--- src/rtl/clk_monitor_pkg.sv ---
// Shared definitions for the slow-clock monitor: FSM encoding, system clock
// rate and the clog2 helper also used by the clock divider.
`timescale 1ns / 1ps

package clk_monitor_pkg;

  localparam int SYS_HZ = 100_000_000;

  typedef enum logic [1:0] {
    IDLE    = 2'd0,
    ACQUIRE = 2'd1,
    LOCKED  = 2'd2,
    LOST    = 2'd3
  } state_t;

  // Number of bits needed to hold values 0..value-1.
  function automatic int clog2(input int value);
    int v;
    int r;
    v = value - 1;
    r = 0;
    while (v > 0) begin
      r = r + 1;
      v = v >> 1;
    end
    return r;
  endfunction

endpackage

--- src/rtl/clk_monitor_edge_sync.sv ---
// Two-flop synchroniser plus history flop; rise is high for one system cycle
// per rising edge of din. Also usable for button inputs.
`timescale 1ns / 1ps

module clk_monitor_edge_sync (
  input  logic clk,
  input  logic rst,
  input  logic din,
  output logic rise
);

  logic s1;
  logic s2;
  logic s3;

  always_ff @(posedge clk or posedge rst) begin
    if (rst) begin
      s1 <= 1'b0;
      s2 <= 1'b0;
      s3 <= 1'b0;
    end else begin
      s1 <= din;
      s2 <= s1;
      s3 <= s2;
    end
  end

  assign rise = s2 & ~s3;

endmodule

--- src/rtl/clk_monitor.sv ---
// Measures the period of a slow asynchronous clock in clk100MHz cycles and
// tracks lock/loss against the expected frequency.
//
// state   | meaning
// IDLE    | after reset, waiting for the first edge
// ACQUIRE | counting consecutive in-window periods
// LOCKED  | LOCK_PERIODS good periods seen, still in window
// LOST    | no edge for TIMEOUT cycles, waiting for the clock to return
`timescale 1ns / 1ps

module clk_monitor
  import clk_monitor_pkg::*;
#(
  parameter  int FREQ_IN      = 100,
  parameter  int TOL_SHIFT    = 4,
  parameter  int LOCK_PERIODS = 4,
  localparam int EXPECTED     = SYS_HZ / FREQ_IN,
  localparam int TIMEOUT      = 2 * EXPECTED,
  localparam int TOL          = EXPECTED >> TOL_SHIFT,
  localparam int PW           = clog2(TIMEOUT)
) (
  input  logic          clk100MHz,
  input  logic          rst,
  input  logic          clk_in,
  output logic          tick,
  output logic [PW-1:0] period,
  output logic          period_valid,
  output logic          locked,
  output logic          lost
);

  localparam int GW = clog2(LOCK_PERIODS + 1);
  localparam logic [PW-1:0] CNT_MAX = PW'(TIMEOUT - 1);
  localparam logic [PW:0]   WIN_LO  = (PW+1)'(EXPECTED - TOL);
  localparam logic [PW:0]   WIN_HI  = (PW+1)'(EXPECTED + TOL);
  localparam logic [GW-1:0] GOOD_LOCK = GW'(LOCK_PERIODS);

  logic          e;
  state_t        state;
  state_t        state_next;
  logic [PW-1:0] cnt;
  logic [GW-1:0] good;
  logic [GW-1:0] good_next;
  logic [PW:0]   meas;
  logic          in_win;
  logic          timeout;
  logic          pv;

  clk_monitor_edge_sync u_sync (
    .clk  (clk100MHz),
    .rst  (rst),
    .din  (clk_in),
    .rise (e)
  );

  // One extra bit so an edge at saturation measures TIMEOUT, not a wrap.
  assign meas    = {1'b0, cnt} + (PW+1)'(1);
  assign in_win  = (meas >= WIN_LO) && (meas <= WIN_HI);
  assign timeout = (cnt == CNT_MAX);

  always_ff @(posedge clk100MHz or posedge rst) begin
    if (rst) begin
      cnt <= '0;
    end else if (e) begin
      cnt <= '0;
    end else if (cnt != CNT_MAX) begin
      cnt <= cnt + PW'(1);
    end
  end

  always_ff @(posedge clk100MHz or posedge rst) begin
    if (rst) begin
      state <= IDLE;
      good  <= '0;
    end else begin
      state <= state_next;
      good  <= good_next;
    end
  end

  always_comb begin
    state_next = state;
    good_next  = good;
    pv         = 1'b0;
    unique case (state)
      IDLE, LOST: begin
        if (e) begin
          state_next = ACQUIRE;
          good_next  = '0;
        end
      end
      ACQUIRE: begin
        if (e) begin
          pv = 1'b1;
          if (!in_win) begin
            good_next = '0;
          end else if (good + GW'(1) == GOOD_LOCK) begin
            state_next = LOCKED;
            good_next  = GOOD_LOCK;
          end else begin
            good_next = good + GW'(1);
          end
        end else if (timeout) begin
          state_next = LOST;
          good_next  = '0;
        end
      end
      LOCKED: begin
        if (e) begin
          pv = 1'b1;
          if (!in_win) begin
            state_next = ACQUIRE;
            good_next  = '0;
          end
        end else if (timeout) begin
          state_next = LOST;
          good_next  = '0;
        end
      end
      default: begin
        state_next = IDLE;
        good_next  = '0;
      end
    endcase
  end

  // Outputs are flopped from the next-state decode so they line up with tick.
  always_ff @(posedge clk100MHz or posedge rst) begin
    if (rst) begin
      tick         <= 1'b0;
      period       <= '0;
      period_valid <= 1'b0;
      locked       <= 1'b0;
      lost         <= 1'b0;
    end else begin
      tick         <= e;
      period_valid <= pv;
      if (pv) begin
        period <= meas[PW-1:0];
      end
      locked <= (state_next == LOCKED);
      lost   <= (state_next == LOST);
    end
  end

endmodule

--- config.mk ---
export PLATFORM = sky130hd
export DESIGN_NAME = clk_monitor
export DESIGN_NICKNAME = d
export VERILOG_FILES = /design/src/rtl/clk_monitor_pkg.sv /design/src/rtl/clk_monitor_edge_sync.sv /design/src/rtl/clk_monitor.sv
export SDC_FILE = /design/constraint.sdc
export NUM_CORES = 1
export LEC_CHECK = 0
export CORE_ASPECT_RATIO = 0.75
export CORE_MARGIN = 5
export CORE_UTILIZATION = 45
export CTS_CLUSTER_SIZE = 12
export DETAILED_ROUTE_END_ITERATION = 10
export HOLD_SLACK_MARGIN = 0.12
export PLACE_DENSITY_LB_ADDON = 0.12
export SETUP_SLACK_MARGIN = 0.2
export SKIP_CTS_REPAIR_TIMING = 1
export SLEW_MARGIN = 20
export SYNTH_ARGS = -nofsm -noshare
export SYNTH_HDL_FRONTEND = slang
export SYNTH_SLANG_ARGS = --single-unit
--- constraint.sdc ---
create_clock -name clk100MHz -period 3 [get_ports clk100MHz]
set_input_delay 0.3 -clock clk100MHz [delete_from_list [all_inputs] [get_ports clk100MHz]]
set_output_delay 0.3 -clock clk100MHz [all_outputs]
set_load 0.005 [all_outputs]
Word-level counts from Yosys, hierarchy flattened
Cells that the tools add are included.
- register bits after elaboration: 54
- bits of input ports: 3
- add/sub/neg operators: 3
- $lt $le $gt $ge: 2
- equal/unequal tests: 10
- muxes and demuxes: 20
- bitwise logic cells: 2
- reduce and logical (&&, ||, !) cells: 6
- operator list (operator ; count):
    $mux 21 ; 2
    $add 21x1->22 const B ; 1
    $ge 22x20->1 const B ; 1
    $le 22x21->1 const B ; 1
    $add 21x1->21 const B ; 1
    $eq 21x21->1 const B ; 1
    $mux 3 ; 7
    $ne 21x21->1 const B ; 1
    $mux 2 ; 7
    $pmux 3 s3 ; 1
    $eq 2x2->1 const B ; 4
    $pmux 2 s3 ; 1
    $reduce_or 2->1 ; 2
    $add 3x1->3 const B ; 1
    $eq 3x3->1 const B ; 1
    $ne 3x3->1 const B ; 1
    $eq 2x1->1 const B ; 1
    $logic_not 2->1 ; 1
    $mux 1 ; 2
    $ne 2x2->1 const B ; 1
    $reduce_and 2->1 ; 1
    $reduce_bool 2->1 ; 1
    $and 1x1->1 ; 1
    $logic_and 1x1->1 ; 1
    $not 1->1 ; 1

Longest topological paths before layout
Gate-level depths: netlist of run 1.
- depth in word-level cells: 7
- mapped depth: 11
- mapped depth without buffers: 10

Hierarchy
A second synthesis of run 1 with hierarchy kept.
- cell total of the unflattened synthesis: 310
- area total of the unflattened synthesis: 2927.8 um^2
- by module, submodules not included (module ; times used ; cells an instance ; area each (um^2) ; sequential area each (um^2)):
    clk_monitor ; 1 ; 305 ; 2835.2 ; 1276.2
    clk_monitor_edge_sync ; 1 ; 5 ; 92.6 ; 75.1

Worst setup path after synthesis of run 1
OpenSTA, ideal clock, no wires.
- path type: register to register
- start point: register cnt[1]
- end point: register good[0]
- library setup time: 76 ps
- arrival: 2728 ps
- required time: 2924 ps
- setup slack: 196 ps
- stages on the path, launching flop included: 12
- buffers on the path: 1
- clock period less this slack: 2804 ps
- cells stage by stage: dfrtp_1 -> ha_1 -> buf_6 -> nand4_4 -> nor3_4 -> a31oi_1 -> nor4_2 -> and3_1 -> a22oi_1 -> nor3_4 -> or4b_1 -> o21ai_1
- longest elaborated chain between the ends: 6
- elaborated cells between the ends (all ways): 12
- ends and longest elaborated chain (what ; line ; source):
    start: declaration ; clk_monitor.sv:41 ; logic [PW-1:0] cnt;
    start signal: assignment ; clk_monitor.sv:67 ; cnt <= cnt + PW'(1);
    $add 21x1->22 ; clk_monitor.sv:57 ; assign meas = {1'b0, cnt} + (PW+1)'(1);
    $ge 22x20->1 or $le 22x21->1 (tied branches) ; clk_monitor.sv:58 ; assign in_win = (meas >= WIN_LO) && (meas <= WIN_HI);
    $logic_and 1x1->1 ; clk_monitor.sv:58 ;
    $mux 3 ; clk_monitor.sv:95 ; if (!in_win) begin
    $mux 3 ; clk_monitor.sv:93 ; if (e) begin
    $pmux 3 s3 ; clk_monitor.sv:85 ; unique case (state)
    end signal: assignment ; clk_monitor.sv:77 ; good <= good_next;
    end: declaration ; clk_monitor.sv:42 ; logic [GW-1:0] good;
Parallel ways exist; a longest one is shown, timed or not.
A chain may end at the register's enable or synchronous reset.

Worst setup path after layout of run 1
- start point: register cnt[0]
- end point: register good[0]
Same word-level chain as after synthesis.

==> summary.txt, run 1 <==
Finish
  • ANT cells: 0
  • Fin nets: 397
  • Fill cells: 586
  • Layout area overhead: 27.8%
  • Fraction of layout cells with a size suffix above 1: 25.5%

Drt
  • Post-route ant nets: 0
  • Total number of vias: 2,761
  • DR pass1 iterations: 5
  • Vias per Instance: 5.85
  • 1st-iter DRT viols: 213
  • WL/cell: 17.6 um
  • Post-route DRC: 0
  • Routed WL: 8310 um

Power and ir drop
  • Clk pwr share: 16.6%
  • LEAKAGE: 1.64 nW
  • Worst VDD drop: 0.379 mV
  • Total power draw: 2.49 mW
  • P per Cell Area: 634 nW/um2
  • Int Pwr: 1.63 mW
  • Sw Share: 34.4%
  • Comb pwr share: 41.7%
  • Sequential power share: 41.7%
  • NetSw: 857 uW

Yosys
  • Seq cells post-synth: 54
  • Synth top area cells: dfrtp_1 (44%), nor2_1 (6.4%), a21oi_1 (5.2%)
  • Mapped Area: 3070 um2
  • Largest area contributor in the netlist: dfrtp_1
  • Async set-reset flop share out of synthesis: 100%
  • Main synth FF type: dfrtp_1
  • YS warnings: 0
  • Synth cell types: 63
  • Post-synthesis area per instance: 9.22 um2
  • Synth cell count leaders: dfrtp_1 (54), nor2_1 (52), a21oi_1 (32), nand2_1 (20), clkbuf_1 (13)
  • Syn nets: 342
  • Count leader, synth: dfrtp_1
  • Register area share after synthesis: 44.0%
  • Cells after Synth: 333
  • Post-synth EDFFs: 0
  • Post-synth top area share: 44.0%

GRT
  • First-pass GRT wire length: 12,500 um
  • Initial antenna violation count: 0
  • Gr ovfl total: 0
  • Largest net degree at the start of global routing: 43
  • Number of global-route vias before repair: 2,379
  • Tot GR Track Use: 18.6%

Clock tree
  • Clk root buf: clkbuf_8
  • Clock slew at reported path FFs: 0.10 ns
  • Clock Tree Buf Depth: 2
  • TritonCTS clock tree: built
  • Clock tree sinks: 54
  • Clock Latency Late Sink: 0.32 ns
  • CTS H-tree depth: 2
  • Num CTS Buffers: 5

Setup path
  • CP Class: flop to flop
  • R2R setup slack: 0.21 ns
  • Worst Setup Start Kind: flop
  • Reg2reg end: good[0]
  • Critical Path RT: 3.25 ns
  • WP data arrival: 3.04 ns
  • Crit end category: flop
  • Worst reg2reg path depth: 11
  • FF-to-FF Start: cnt[0]
  • CP max FO: 6

Hold path
  • Hold Path Class: input pin to async pin

STA
  • Final Setup Violations: 0
  • RSZ-0062 raised after global routing: yes
  • Worst Tran Pin Value: 0.666 ns
  • Headroom to the max-slew limit: 55.5%
  • Final period utilization: 93.0%
  • Skew final: 0.00490 ns
  • F_max: 0.358 GHz
  • Final Hold Violating Endpoints: 0
  • Setup TNS: 0 ns
  • Final Slew Violations: 0
  • Min cycle time layout: 2.79 ns

Floorplanning
  • DIE WIDTH: 105 um
  • Core ar.: 6730 um2
  • Boundary Pins: 28
  • Initial Util: 45.6%
  • Rows: 26
  • Height of the chip: 81.5 um
  • Die footprint: 8590 um2

Run
  • Number of max-cap violations: 0

Placement
  • Post-detail-place hpwl: 5700 um
  • Gp weighted congestion: 0.894
  • I/O Buffers: 27

Run status
  • Status: finished, final reports clean
==> critical path, stage by stage, from the launching register on <==
cell and delay, ns:
dfrtp_2 0.43, ha_4 0.18, nand4_4 0.12, buf_4 0.20
nor4_2 0.33, xnor2_1 0.19, a31o_2 0.23, nand3_1 0.14
a31oi_4 0.12, nor3_4 0.26, or4b_1 0.46, o21ai_1 0.08
==> flip-flops by register name, indices dropped and copies added, names as in the netlist, 2 cells and up <==
name and count:
good 3, state 2, period 21, cnt 21
==> routing by layer <==
metal	up-vias	routed length, um	part of all wire, %	global-route usage, %
met2	124	3630	44	26.8
met5	-	0	0	0
met4	0	143	1.7	5.24
met3	19	632	7.6	3.06
met1	1327	3900	47	28.5
li1	1291	-	-	-
==> cell families after synthesis <==
group | count (synthesis) | share of synthesized area [%]
AO/OA/AOI/OAI | 77 | 15.8
buffers and inverters | 33 | 5.26
XOR/XNOR | 21 | 5.99
flip-flops | 54 | 44.0
adder cells (fa/ha/maj) | 6 | 2.44
multiplexers | 3 | 1.06
AND/OR/NAND/NOR | 139 | 25.4
==> cell usage in the layout, fill, tap and decap left out, types with 4 or more instances in the layout <==
cell / synthesis / routed
a21oi_1: 32 / 30
and2_1: 5 / 5
and3_1: 5 / 4
buf_4: 5 / 39
clkbuf_8: 0 / 5
clkdlybuf4s50_1: 0 / 27
dfrtp_1: 54 / 44
dfrtp_2: 0 / 10
ha_1: 6 / 5
inv_1: 10 / 9
nand2_1: 20 / 20
nand3_1: 8 / 7
nand4_1: 11 / 11
nor2_1: 52 / 50
nor3_1: 6 / 5
o21ai_0: 9 / 8
xnor2_1: 12 / 11
xor2_1: 9 / 7
==> layout make-up <==
type | instances | area, um2 | area share [%]
tap | 84 | 105 | 2.68
sequential | 54 | 1360 | 34.8
inverter | 10 | 37.5 | 0.957
clock inverter | 2 | 13.8 | 0.351
clock buffer | 5 | 68.8 | 1.75
timing repair buffer | 71 | 622 | 15.9
multi-input combinational | 246 | 1710 | 43.6
==> worst max-delay path by stage <==
| stage | startpoint | endpoint | slack (ns) | cells after the start |
|---|---|---|---|---|
| final | cnt[0] | good[0] | 0.21 | 11 |
| after global routing | cnt[0] | good[0] | 0.13 | 11 |
| after detailed placement | cnt[0] | good[0] | 0.17 | 9 |
| after floorplan | cnt[1] | good[0] | 0.27 | 11 |
| after global placement | cnt[0] | good[0] | 0.17 | 9 |
| after CTS | cnt[0] | good[0] | 0.12 | 9 |
==> power groups by stage <==
stage               Combinational, mW  Sequential [mW]  Clock (mW)
floorplan                       0.534             1.05           0
global placement                0.980             1.04           0
detailed placement              0.985             1.05           0
CTS                             0.992             1.04       0.419
global route                     1.15             1.06       0.448
finish                           1.04             1.04       0.413
==> through the flow <==
step           area (um2)  util [%]  hold slack (ns)  setup slack (ns)  cells
2_1_floorplan        3070         -            0.331             0.273    333
3_3_place_gp         3530      52.4            0.350             0.167    446
3_5_place_dp         3530      52.4            0.337             0.170    446
4_1_cts              3610      53.6            0.238             0.117    453
5_1_grt              3920      58.2            0.246             0.127    472
6_report             3920      58.2            0.230             0.210    472
Power figures use the tool's default switching activity.
==> inputs of run 2 (changes only) <==
Settings changed: CORE_ASPECT_RATIO 0.75 to unset.
==> run 2 against run 1 <==
Net effect:
- total power up 4.0%
- critical path depth unchanged
- non-clock buffer count shrank 1
- register-to-register slack improved by 0.06 ns
- sequential power about the same
==> summary.txt, run 2 (synthesized netlist as in run 1, its figures left out) <==
Run status
  • Status: finished, final reports clean

GRT
  • Gr ovfl total: 0 (unchanged)
  • Number of global-route vias before repair: 2,539 (+6.7%)
  • Initial antenna violation count: 0 (unchanged)
  • Tot GR Track Use: 18.2% (-0.32 points)
  • First-pass GRT wire length: 12,500 um (+0.34%)
  • Largest net degree at the start of global routing: 34 (-21%)

Drt
  • Total number of vias: 2,667 (-3.4%)
  • Routed WL: 7860 um (-5.4%)
  • Vias per Instance: 5.70 (-2.6%)
  • Post-route ant nets: 0 (unchanged)
  • Post-route DRC: 0 (unchanged)
  • WL/cell: 16.8 um (-4.6%)
  • DR pass1 iterations: 4 (-1)
  • 1st-iter DRT viols: 170 (-20%)

Placement
  • I/O Buffers: 27 (unchanged)
  • Post-detail-place hpwl: 5670 um (-0.56%)
  • Gp weighted congestion: 0.972 (+8.7%)

Setup path
  • Worst Setup Start Kind: flop
  • Crit end category: flop
  • CP max FO: 5 (-1)
  • Critical Path RT: 3.24 ns (about the same)
  • WP data arrival: 2.97 ns (-0.07 ns)
  • CP Class: flop to flop

STA
  • Headroom to the max-slew limit: 53.3% (-2.3 points)
  • RSZ-0062 raised after global routing: no
  • Final Hold Violating Endpoints: 0 (unchanged)
  • Worst Tran Pin Value: 0.700 ns (+0.0335 ns)
  • Setup TNS: 0 ns (unchanged)
  • Min cycle time layout: 2.73 ns (-0.0587 ns)
  • Final period utilization: 91.0% (-2.0 points)
  • F_max: 0.366 GHz (+2.2%)
  • Hold slack: 0.362 ns (+0.132 ns)
  • Final Slew Violations: 0 (unchanged)
  • Final Setup Violations: 0 (unchanged)
  • Skew final: 0.00723 ns (+0.00233 ns)

Floorplanning
  • DIE WIDTH: 92.6 um (-12%)
  • Height of the chip: 92.6 um (+14%)
  • Core ar.: 6720 um2 (-0.22%)
  • Boundary Pins: 28 (unchanged)
  • Initial Util: 45.7% (+0.10 points)
  • Die footprint: 8570 um2 (-0.20%)
  • Rows: 30 (+15%)

Power and ir drop
  • Sequential power share: 40.0% (-1.7 points)
  • Total power draw: 2.59 mW (+4.0%)
  • P per Cell Area: 653 nW/um2 (+3.0%)
  • Clk pwr share: 19.4% (+2.8 points)
  • LEAKAGE: 1.67 nW (+2.0%)
  • NetSw: 862 uW (+0.58%)
  • Int Pwr: 1.73 mW (+5.8%)
  • Sw Share: 33.3% (-1.1 points)
  • Worst VDD drop: 0.478 mV (+26%)
  • Comb pwr share: 40.6% (-1.1 points)

Finish
  • Commonest cells after routing, fill and taps aside: nor2_1 (50), dfrtp_1 (45), buf_4 (40)
  • Fraction of layout cells with a size suffix above 1: 25.8% (+0.26 points)
  • Fill cells: 579 (-1.2%)
  • Layout area overhead: 29.0%
  • Commonest non-fill, non-tap cell in the layout: nor2_1
  • ANT cells: 0 (unchanged)
  • Largest registers: cnt: 21 flops, period: 21 flops, good: 3 flops
  • Fin nets: 396 (-0.25%)

Clock tree
  • Clock Latency Late Sink: 0.32 ns (about the same)
  • CTS H-tree depth: 2 (unchanged)
  • TritonCTS clock tree: built
  • Clock slew at reported path FFs: 0.10 ns (about the same)
  • Clock Tree Buf Depth: 2 (unchanged)
  • Clk root buf: clkbuf_8
  • Clock tree sinks: 54 (unchanged)
  • Num CTS Buffers: 5 (unchanged)

Run
  • Number of max-cap violations: 0 (unchanged)

Hold path
  • Hold Path Class: flop to flop
==> run 2: power groups by stage <==
stage                     combinational, mW  clock, mW  sequential (mW)
final                                  1.05      0.503             1.04
after floorplan                       0.534          0             1.05
after CTS                             0.980      0.518             1.05
after global routing                   1.16      0.538             1.07
after detailed placement              0.975          0             1.06
after global placement                0.962          0             1.05
==> run 2: routing by layer <==
| layer | global-route usage (%) | share of wire [%] | up-vias |
|---|---|---|---|
| li1 | - | - | 1292 |
| met3 | 3.09 | 4.0 | 6 |
| met2 | 30.7 | 49 | 60 |
| met4 | 4.46 | 0.90 | 0 |
| met1 | 24.5 | 46 | 1309 |
| met5 | 0 | 0 | - |
==> run 2: layout make-up <==
class | count | area, um2 | area share [%]
clock buffer | 6 | 72.6 | 1.83
clock inverter | 2 | 37.5 | 0.948
timing repair buffer | 70 | 613 | 15.5
tap | 80 | 100 | 2.53
inverter | 10 | 37.5 | 0.948
sequential | 54 | 1360 | 34.4
multi-input combinational | 246 | 1740 | 43.9
==> run 2: worst max-delay path: stages (launching register included) <==
cell,delay [ns]
dfrtp_2,0.47
ha_4,0.19
nand4_4,0.13
nor3_4,0.08
buf_6,0.13
and4_4,0.19
nor4_4,0.33
and3_4,0.26
a21oi_2,0.08
nor3_4,0.25
or4b_1,0.45
o21ai_1,0.10
==> run 2: per-stage QoR <==
stage                     util (%)  area (um2)  setup slack (ns)  instances
after floorplan                  -        3070             0.273        333
after global placement        52.3        3520             0.147        443
after detailed placement      52.3        3520            0.0495        443
after CTS                     54.0        3630           0.00191        451
after global routing          58.9        3960             0.142        468
final                         58.9        3960             0.269        468
==> run 2: worst paths after layout <==
path,startpoint,to,slack [ns],cells after the start
max,cnt[0],good[0],0.27,11
min,u_sync.s1,u_sync.s2,0.36,0
max reg2reg,cnt[0],good[0],0.27,11
min reg2reg,u_sync.s1,u_sync.s2,0.36,0
max in group asynchronous,rst,period[16],1.94,3
min in group asynchronous,rst,u_sync.s3,0.41,2
